`config.mk`:
```
export PLATFORM = sky130hd
export DESIGN_NAME = pdp11_mem_sequencer_flat
export DESIGN_NICKNAME = d
export VERILOG_FILES = /design/src/rtl/pdp11_mem_sequencer_if.sv /design/src/rtl/pdp11_mem_sequencer.sv /design/src/flat_wrapper.sv
export SDC_FILE = /design/constraint.sdc
export NUM_CORES = 1
export LEC_CHECK = 0
export BUFFER_PORTS_ARGS = -buffer_cell sky130_fd_sc_hd__buf_2
export CORE_MARGIN = 5
export CORE_UTILIZATION = 54
export DETAILED_ROUTE_END_ITERATION = 7
export PLACE_DENSITY = 0.86
export SYNTH_ARGS = -nofsm -noshare
export SYNTH_HDL_FRONTEND = slang
export SYNTH_SLANG_ARGS = --single-unit
export TNS_END_PERCENT = 30
```
`constraint.sdc`:
```
create_clock -name clk -period 4.25 [get_ports clk]
set_input_delay 0.2125 -clock clk [delete_from_list [all_inputs] [get_ports clk]]
set_output_delay 0.2125 -clock clk [all_outputs]
set_load 0.01 [all_outputs]
```
`src/rtl/pdp11_mem_sequencer_if.sv`:
```
// Requester, byte-memory and trace signal bundle for the PDP-11 memory sequencer.
// The slave modport is the sequencer side; the master modport is the surrounding system.
interface pdp11_mem_sequencer_if #(
  parameter int ADDR_W = 16,
  parameter int DATA_W = 16,
  parameter int MEM_W  = 8
);
  logic              if_req;
  logic [ADDR_W-1:0] if_addr;
  logic              if_done;
  logic [DATA_W-1:0] if_rdata;
  logic              if_err;

  logic              d_req;
  logic              d_we;
  logic              d_byte;
  logic [ADDR_W-1:0] d_addr;
  logic [DATA_W-1:0] d_wdata;
  logic              d_done;
  logic [DATA_W-1:0] d_rdata;
  logic              d_err;

  logic              mem_en;
  logic              mem_we;
  logic [ADDR_W-1:0] mem_addr;
  logic [MEM_W-1:0]  mem_wdata;
  logic [MEM_W-1:0]  mem_rdata;

  logic              trace_valid;
  logic [1:0]        trace_type;
  logic [ADDR_W-1:0] trace_addr;
  logic              busy;

  modport slave (
    input  if_req, if_addr, d_req, d_we, d_byte, d_addr, d_wdata, mem_rdata,
    output if_done, if_rdata, if_err, d_done, d_rdata, d_err,
           mem_en, mem_we, mem_addr, mem_wdata,
           trace_valid, trace_type, trace_addr, busy
  );

  modport master (
    output if_req, if_addr, d_req, d_we, d_byte, d_addr, d_wdata, mem_rdata,
    input  if_done, if_rdata, if_err, d_done, d_rdata, d_err,
           mem_en, mem_we, mem_addr, mem_wdata,
           trace_valid, trace_type, trace_addr, busy
  );
endinterface

```
`src/rtl/pdp11_mem_sequencer.sv`:
```
// Arbitrates instruction-fetch and data requests onto an 8-bit byte memory,
// splitting words into two little-endian byte cycles and emitting one trace strobe per access.
module pdp11_mem_sequencer #(
  parameter int ADDR_W = 16,
  parameter int DATA_W = 16,
  parameter int MEM_W  = 8
) (
  input logic                   clk,
  input logic                   rst_n,
  pdp11_mem_sequencer_if.slave  bus
);

  typedef enum logic [2:0] {
    S_IDLE,
    S_ACC0,
    S_ACC1,
    S_CAP,
    S_RESP
  } state_t;

  typedef enum logic {
    GNT_FETCH,
    GNT_DATA
  } gnt_t;

  state_t            state, state_n;
  gnt_t              last_gnt, gnt, sel_gnt;
  logic [ADDR_W-1:0] l_addr, sel_addr;
  logic              l_we, l_byte, l_err;
  logic [DATA_W-1:0] l_wdata;
  logic [MEM_W-1:0]  lo_byte;
  logic [DATA_W-1:0] if_rdata_q, d_rdata_q, rd_word;
  logic              take, sel_err;

  // Next state and grant decision; requester inputs are only looked at in IDLE.
  always_comb begin
    state_n  = state;
    take     = 1'b0;
    sel_gnt  = GNT_FETCH;
    sel_addr = bus.if_addr;
    sel_err  = 1'b0;
    rd_word  = l_byte ? DATA_W'(bus.mem_rdata) : {bus.mem_rdata, lo_byte};
    unique case (state)
      S_IDLE: begin
        // On a tie, grant whichever requester was not served last.
        if (bus.d_req && (!bus.if_req || last_gnt == GNT_FETCH)) begin
          take     = 1'b1;
          sel_gnt  = GNT_DATA;
          sel_addr = bus.d_addr;
          sel_err  = !bus.d_byte && bus.d_addr[0];
        end else if (bus.if_req) begin
          take     = 1'b1;
          sel_gnt  = GNT_FETCH;
          sel_addr = bus.if_addr;
          sel_err  = bus.if_addr[0];
        end
        if (take) state_n = sel_err ? S_RESP : S_ACC0;
      end
      S_ACC0:  state_n = l_byte ? S_CAP : S_ACC1;
      S_ACC1:  state_n = S_CAP;
      S_CAP:   state_n = S_RESP;
      S_RESP:  state_n = S_IDLE;
      default: state_n = S_IDLE;
    endcase
  end

  always_ff @(posedge clk or negedge rst_n) begin
    if (!rst_n) begin
      state      <= S_IDLE;
      last_gnt   <= GNT_FETCH;
      gnt        <= GNT_FETCH;
      l_addr     <= '0;
      l_we       <= 1'b0;
      l_byte     <= 1'b0;
      l_err      <= 1'b0;
      l_wdata    <= '0;
      lo_byte    <= '0;
      if_rdata_q <= '0;
      d_rdata_q  <= '0;
    end else begin
      state <= state_n;
      if (take) begin
        gnt      <= sel_gnt;
        last_gnt <= sel_gnt;
        l_addr   <= sel_addr;
        l_we     <= (sel_gnt == GNT_DATA) && bus.d_we;
        l_byte   <= (sel_gnt == GNT_DATA) && bus.d_byte;
        l_wdata  <= (sel_gnt == GNT_DATA) ? bus.d_wdata : '0;
        l_err    <= sel_err;
      end
      if (state == S_ACC1 && !l_we) lo_byte <= bus.mem_rdata;
      // Read data lands in the port register on entry to RESP so it is valid with done.
      if (state == S_CAP && !l_we) begin
        if (gnt == GNT_FETCH) if_rdata_q <= rd_word;
        else                  d_rdata_q  <= rd_word;
      end
    end
  end

  // Outputs decode purely from registered state and latched operands.
  always_comb begin
    bus.mem_en      = 1'b0;
    bus.mem_we      = 1'b0;
    bus.mem_addr    = '0;
    bus.mem_wdata   = '0;
    bus.trace_valid = 1'b0;
    bus.trace_type  = 2'd0;
    bus.trace_addr  = '0;
    bus.if_done     = 1'b0;
    bus.if_err      = 1'b0;
    bus.d_done      = 1'b0;
    bus.d_err       = 1'b0;
    bus.busy        = (state != S_IDLE);
    bus.if_rdata    = if_rdata_q;
    bus.d_rdata     = d_rdata_q;
    unique case (state)
      S_ACC0: begin
        bus.mem_en      = 1'b1;
        bus.mem_we      = l_we;
        bus.mem_addr    = l_addr;
        bus.mem_wdata   = l_wdata[MEM_W-1:0];
        bus.trace_valid = 1'b1;
        bus.trace_type  = (gnt == GNT_FETCH) ? 2'd2 : {1'b0, l_we};
        bus.trace_addr  = l_addr;
      end
      S_ACC1: begin
        bus.mem_en    = 1'b1;
        bus.mem_we    = l_we;
        bus.mem_addr  = l_addr + ADDR_W'(1);
        bus.mem_wdata = l_wdata[DATA_W-1:MEM_W];
      end
      S_RESP: begin
        if (gnt == GNT_FETCH) begin
          bus.if_done = 1'b1;
          bus.if_err  = l_err;
        end else begin
          bus.d_done = 1'b1;
          bus.d_err  = l_err;
        end
      end
      default: ;
    endcase
  end

endmodule
```
`src/flat_wrapper.sv`:
```
// flat-port wrapper written by rule: the top's interface ports become plain ports
module pdp11_mem_sequencer_flat 
#(
  parameter int ADDR_W = 16,
  parameter int DATA_W = 16,
  parameter int MEM_W  = 8
)
  (clk, rst_n, bus_if_req, bus_if_addr, bus_d_req, bus_d_we, bus_d_byte, bus_d_addr, bus_d_wdata, bus_mem_rdata, bus_if_done, bus_if_rdata, bus_if_err, bus_d_done, bus_d_rdata, bus_d_err, bus_mem_en, bus_mem_we, bus_mem_addr, bus_mem_wdata, bus_trace_valid, bus_trace_type, bus_trace_addr, bus_busy);
  pdp11_mem_sequencer_if #(.ADDR_W(ADDR_W), .DATA_W(DATA_W), .MEM_W(MEM_W)) bus_i ();
  input logic clk;
  input logic rst_n;
  input wire logic [$bits(bus_i.if_req)-1:0] bus_if_req;
  input wire logic [$bits(bus_i.if_addr)-1:0] bus_if_addr;
  input wire logic [$bits(bus_i.d_req)-1:0] bus_d_req;
  input wire logic [$bits(bus_i.d_we)-1:0] bus_d_we;
  input wire logic [$bits(bus_i.d_byte)-1:0] bus_d_byte;
  input wire logic [$bits(bus_i.d_addr)-1:0] bus_d_addr;
  input wire logic [$bits(bus_i.d_wdata)-1:0] bus_d_wdata;
  input wire logic [$bits(bus_i.mem_rdata)-1:0] bus_mem_rdata;
  output wire logic [$bits(bus_i.if_done)-1:0] bus_if_done;
  output wire logic [$bits(bus_i.if_rdata)-1:0] bus_if_rdata;
  output wire logic [$bits(bus_i.if_err)-1:0] bus_if_err;
  output wire logic [$bits(bus_i.d_done)-1:0] bus_d_done;
  output wire logic [$bits(bus_i.d_rdata)-1:0] bus_d_rdata;
  output wire logic [$bits(bus_i.d_err)-1:0] bus_d_err;
  output wire logic [$bits(bus_i.mem_en)-1:0] bus_mem_en;
  output wire logic [$bits(bus_i.mem_we)-1:0] bus_mem_we;
  output wire logic [$bits(bus_i.mem_addr)-1:0] bus_mem_addr;
  output wire logic [$bits(bus_i.mem_wdata)-1:0] bus_mem_wdata;
  output wire logic [$bits(bus_i.trace_valid)-1:0] bus_trace_valid;
  output wire logic [$bits(bus_i.trace_type)-1:0] bus_trace_type;
  output wire logic [$bits(bus_i.trace_addr)-1:0] bus_trace_addr;
  output wire logic [$bits(bus_i.busy)-1:0] bus_busy;
  assign bus_i.if_req = bus_if_req;
  assign bus_i.if_addr = bus_if_addr;
  assign bus_i.d_req = bus_d_req;
  assign bus_i.d_we = bus_d_we;
  assign bus_i.d_byte = bus_d_byte;
  assign bus_i.d_addr = bus_d_addr;
  assign bus_i.d_wdata = bus_d_wdata;
  assign bus_i.mem_rdata = bus_mem_rdata;
  assign bus_if_done = bus_i.if_done;
  assign bus_if_rdata = bus_i.if_rdata;
  assign bus_if_err = bus_i.if_err;
  assign bus_d_done = bus_i.d_done;
  assign bus_d_rdata = bus_i.d_rdata;
  assign bus_d_err = bus_i.d_err;
  assign bus_mem_en = bus_i.mem_en;
  assign bus_mem_we = bus_i.mem_we;
  assign bus_mem_addr = bus_i.mem_addr;
  assign bus_mem_wdata = bus_i.mem_wdata;
  assign bus_trace_valid = bus_i.trace_valid;
  assign bus_trace_type = bus_i.trace_type;
  assign bus_trace_addr = bus_i.trace_addr;
  assign bus_busy = bus_i.busy;
  pdp11_mem_sequencer #(.ADDR_W(ADDR_W), .DATA_W(DATA_W), .MEM_W(MEM_W)) u_core (.clk(clk), .rst_n(rst_n), .bus(bus_i));
endmodule
```
==> impl_metrics.prom <==
# TYPE chip_impl_metric gauge
chip_impl_metric{name="die_width",unit="microns"} 96.6
chip_impl_metric{name="design.final.nets",unit=""} 606
chip_impl_info{name="holdCritPathClass",value="input port to async pin"} 1
chip_impl_metric{name="p_int",unit="mW"} 2.31
chip_impl_metric{name="cts.sinks",unit=""} 79
chip_impl_info{name="rr_endpoint",value="u_core.l_wdata[8]"} 1
chip_impl_metric{name="synth_simple_gate_area_share",unit=""} 0.215
chip_impl_metric{name="max_slew.worst_pin.slew",unit="ns"} 0.977
chip_impl_metric{name="worst_path_largest_cell_delay",unit="ns"} 0.65
chip_impl_metric{name="grt_start_max_net_pins",unit=""} 80
chip_impl_metric{name="power_switching_share",unit=""} 0.433
chip_impl_metric{name="synth-compound-area-share",unit=""} 0.190
chip_impl_metric{name="layout_cells_sized_above_1",unit=""} 0.334
chip_impl_metric{name="final_cell_area",unit="sq um"} 4980
chip_impl_metric{name="tns",unit="ns"} 0
chip_impl_metric{name="syn-instance-count",unit=""} 417
chip_impl_metric{name="p_per_area",unit="nW/um^2"} 817
chip_impl_metric{name="syn-num-nets",unit=""} 480
chip_impl_metric{name="synth.avg_cell_area",unit="sq um"} 9.72
chip_impl_info{name="synth_most_common_cell",value="dfrtp_1"} 1
chip_impl_metric{name="place_congestion",unit=""} 0.926
chip_impl_metric{name="sequential_element_share_of_the_synthesized_area",unit=""} 0.488
chip_impl_metric{name="cts.repair.resized",unit=""} 0
chip_impl_metric{name="die_height",unit="microns"} 96.6
chip_impl_info{name="cp_slowest_cell",value="inv_1"} 1
chip_impl_metric{name="cp.required",unit="ns"} 4.04
chip_impl_metric{name="max_cap_viol_count",unit=""} 0
chip_impl_metric{name="antenna_left",unit=""} 0
chip_impl_metric{name="finalHoldWorstSlack",unit="ns"} -0.00750
chip_impl_metric{name="clock_latency",unit="ns"} 0.36
chip_impl_metric{name="cts-root-to-sink-buffers",unit=""} 2
chip_impl_metric{name="timing.clock.skew",unit="ns"} 0.0111
chip_impl_metric{name="worstPathArrival",unit="ns"} 2.43
chip_impl_metric{name="power.share.combinational",unit=""} 0.483
chip_impl_metric{name="firstDrtPassIters",unit=""} 4
chip_impl_info{name="synth.cells.most_frequent",value="dfrtp_1 (79), nand2_1 (37), nor2_1 (37)"} 1
chip_impl_metric{name="share_seq_of_total_power",unit=""} 0.363
chip_impl_metric{name="grt_first_pass_wirelength",unit="microns"} 17700
chip_impl_info{name="crit_path_cells",value="nor2_1 > nand2_1 > inv_1 > and2_1 > o21bai_1 > buf_2"} 1
chip_impl_metric{name="slew_viol_final",unit=""} 0
chip_impl_info{name="setup_repair_after_global_routing_missed_its_margin",value="false"} 1
chip_impl_info{name="critPathKind",value="register to primary output"} 1
chip_impl_metric{name="synthArstFlopShare",unit=""} 1.00
chip_impl_info{name="start_kind",value="register"} 1
chip_impl_metric{name="die-area",unit="sq um"} 9340
chip_impl_metric{name="io_buffer_count",unit=""} 143
chip_impl_metric{name="ir_drop",unit="uV"} 550
chip_impl_metric{name="initial_utilization",unit=""} 0.556
chip_impl_metric{name="post_cts.repair.setup_buffers",unit=""} 0
chip_impl_metric{name="final.min_clock_period",unit="ns"} 2.64
chip_impl_metric{name="first_iter_violations",unit=""} 178
chip_impl_metric{name="synth_adder_area_share",unit=""} 0.00309
chip_impl_info{name="startpoint_of_the_lowest_slack_register_to_register_path",value="u_core.state[2]"} 1
chip_impl_metric{name="reg2reg_depth",unit=""} 4
chip_impl_metric{name="grt_pass1_vias",unit=""} 3592
chip_impl_metric{name="htreeDepth",unit=""} 3
chip_impl_info{name="failed_checks",value="negative hold slack"} 1
chip_impl_metric{name="post-layout-total-power",unit="mW"} 4.07
chip_impl_metric{name="power_switching",unit="mW"} 1.76
chip_impl_metric{name="hpwlAfterDp",unit="microns"} 7660
chip_impl_metric{name="tritoncts.num_buffers",unit=""} 9
chip_impl_metric{name="via_density_per_instance",unit=""} 5.64
chip_impl_metric{name="detail_route.drc_violations",unit=""} 0
chip_impl_metric{name="grt-ovfl-total",unit=""} 0
chip_impl_metric{name="place_area",unit="sq um"} 4760
chip_impl_metric{name="ios",unit=""} 144
chip_impl_metric{name="path_clk_slew",unit="ns"} 0.09
chip_impl_info{name="tritoncts",value="yes"} 1
chip_impl_metric{name="synth_seq_cells",unit=""} 79
chip_impl_metric{name="detail_route.wl_per_cell",unit="microns"} 16.5
chip_impl_metric{name="timing.slew.headroom",unit=""} 0.348
chip_impl_info{name="outcome",value="complete, but fails checks"} 1
chip_impl_metric{name="timing.fmax",unit="GHz"} 0.379
chip_impl_info{name="worstSetupEndpointType",value="primary output"} 1
chip_impl_metric{name="core_region_area",unit="sq um"} 7290
chip_impl_info{name="dominant_cells_by_area_after_synthesis",value="dfrtp_1 (49%), nand3b_1 (6.1%), a22o_1 (6.0%)"} 1
chip_impl_metric{name="row_count",unit=""} 31
chip_impl_info{name="synth_top_area_cell",value="dfrtp_1"} 1
chip_impl_metric{name="num_antenna_cells",unit=""} 0
chip_impl_metric{name="timing.final.hold_violations",unit=""} 8
chip_impl_metric{name="muxShareOfSynthArea",unit=""} 0.0420
chip_impl_info{name="combinational_family_with_the_most_area_after_synthesis",value="simple AND/OR/NAND/NOR gates"} 1
chip_impl_metric{name="layout-area-overhead-vs-synth",unit="%"} 22.9
chip_impl_info{name="cts_root_buf",value="clkbuf_8"} 1
chip_impl_info{name="postSynth.topFlopCell",value="dfrtp_1"} 1
chip_impl_metric{name="crit_fanout",unit=""} 28
chip_impl_metric{name="finalSetupViolCount",unit=""} 0
chip_impl_info{name="critical_path.endpoint",value="bus_mem_addr[0]"} 1
chip_impl_metric{name="synth.top_cell.area_share",unit=""} 0.488
chip_impl_metric{name="reg2reg_setup_slack",unit="ns"} 1.93
chip_impl_metric{name="holdBufCountCts",unit=""} 0
chip_impl_metric{name="global_route.usage.total",unit=""} 0.229
chip_impl_metric{name="synth_area",unit="sq um"} 4050
chip_impl_metric{name="leakage",unit="nW"} 2.51
chip_impl_metric{name="clock_power_share",unit=""} 0.154
chip_impl_info{name="crit_path_start",value="u_core.state[2]"} 1
chip_impl_metric{name="synth_edf_count",unit=""} 0
chip_impl_metric{name="synth_warnings",unit=""} 0
chip_impl_metric{name="min_period_over_period",unit=""} 0.622
chip_impl_metric{name="synth_cell_type_count",unit=""} 47
chip_impl_metric{name="detailroute.via_count",unit=""} 3652
chip_impl_metric{name="antenna_found_initial",unit=""} 0
chip_impl_metric{name="post_synth_xor_area_fraction",unit=""} 0.0108
chip_impl_metric{name="totalWireLength",unit="microns"} 10600
## per-layer routing
metal / wire [microns] / part of all wire / global-route usage
met3: 803 / 0.075 / 0.0532
met5: 0 / 0 / 0
met2: 5200 / 0.49 / 0.373
met1: 4450 / 0.42 / 0.297
met4: 199 / 0.019 / 0.0853
## worst max-delay path, delay by kind of cell, from the launching register on
kind	cells	cell delay, ns
AOI/OAI and AO/OA	1	0.11
DFF	1	0.54
buffers and inverters	2	0.81
and+or+nand+nor	3	0.62
## flip-flops by register name, indices dropped and copies added, names as in the netlist
register,flops
u_core.bus.d_rdata,16
u_core.bus.if_rdata,16
u_core.l_addr,16
u_core.l_byte,1
u_core.l_err,1
u_core.l_wdata,16
u_core.l_we,1
u_core.last_gnt,1
u_core.lo_byte,8
u_core.state,3
## cell families after synthesis
| logic type | count (synthesis) |
|---|---|
| AND/OR/NAND/NOR | 154 |
| AO/OA/AOI/OAI | 118 |
| flip-flops | 79 |
| buffers and inverters | 44 |
| multiplexers | 16 |
| XOR/XNOR | 5 |
| adder cells (fa/ha/maj) | 1 |
## final cells by class
type                            instances  area [sq um]
Clock inverter                          6          91.3
Inverter                               13          48.8
Fill cell                             597          2310
Tap cell                               99           124
Sequential cell                        79          1980
Timing Repair Buffer                  146           741
Multi-Input combinational cell        294          1870
Clock buffer                           10           128
## worst min-delay path by stage
stage | from | end | slack (ns) | cells after the start
after floorplan | rst_n | u_core.bus.d_rdata[0] | -0.08 | 0
after global placement | rst_n | u_core.bus.if_rdata[6] | 0.42 | 1
after detailed placement | rst_n | u_core.bus.if_rdata[6] | 0.43 | 1
after CTS | rst_n | u_core.bus.if_rdata[6] | 0.04 | 1
after global routing | bus_d_wdata[1] | u_core.l_wdata[1] | 0.07 | 2
final | rst_n | u_core.bus.d_rdata[10] | -0.008 | 1
## stage by stage
step	setup slack, ns	std cells	util
detailed placement	1.93	631	0.653
finish	1.61	647	0.683
floorplan	2.51	417	-
global placement	2.04	631	0.653
CTS	1.61	647	0.683
global route	1.38	647	0.683
## power groups by stage
| stage | Combinational [mW] | Clock, mW | Sequential [mW] |
|---|---|---|---|
| after global routing | 2.18 | 0.659 | 1.53 |
| after CTS | 1.98 | 0.628 | 1.47 |
| final | 1.97 | 0.625 | 1.48 |
| after global placement | 1.91 | 0 | 1.46 |
| after detailed placement | 1.98 | 0 | 1.49 |
| after floorplan | 1.37 | 0 | 1.39 |
## cells in the final DEF (no fill, tap or decap), types with 2 or more instances in the layout
master / netlist / final
buf_2: 17 / 142
dfrtp_1: 79 / 79
nor2_1: 37 / 37
nand2_1: 37 / 37
nand3b_1: 33 / 33
o21ai_0: 28 / 28
a22o_1: 28 / 28
a21oi_1: 25 / 25
and2_1: 17 / 17
inv_1: 12 / 12
o21ai_1: 10 / 10
a21o_1: 10 / 10
clkbuf_8: 0 / 9
mux2i_1: 8 / 8
mux2_2: 8 / 8
nand4_1: 6 / 6
xor2_1: 5 / 5
nor3_1: 4 / 4
buf_4: 3 / 4
and3_1: 3 / 3
a31oi_1: 3 / 3
nand3_1: 3 / 3
o31ai_1: 3 / 3
a31o_2: 2 / 2
nor4_1: 2 / 2
o21ai_2: 2 / 2
nor2_4: 2 / 2
a22oi_1: 2 / 2
bufinv_16: 0 / 2
inv_6: 0 / 2
Note: power is estimated with default switching activity, not from simulation.
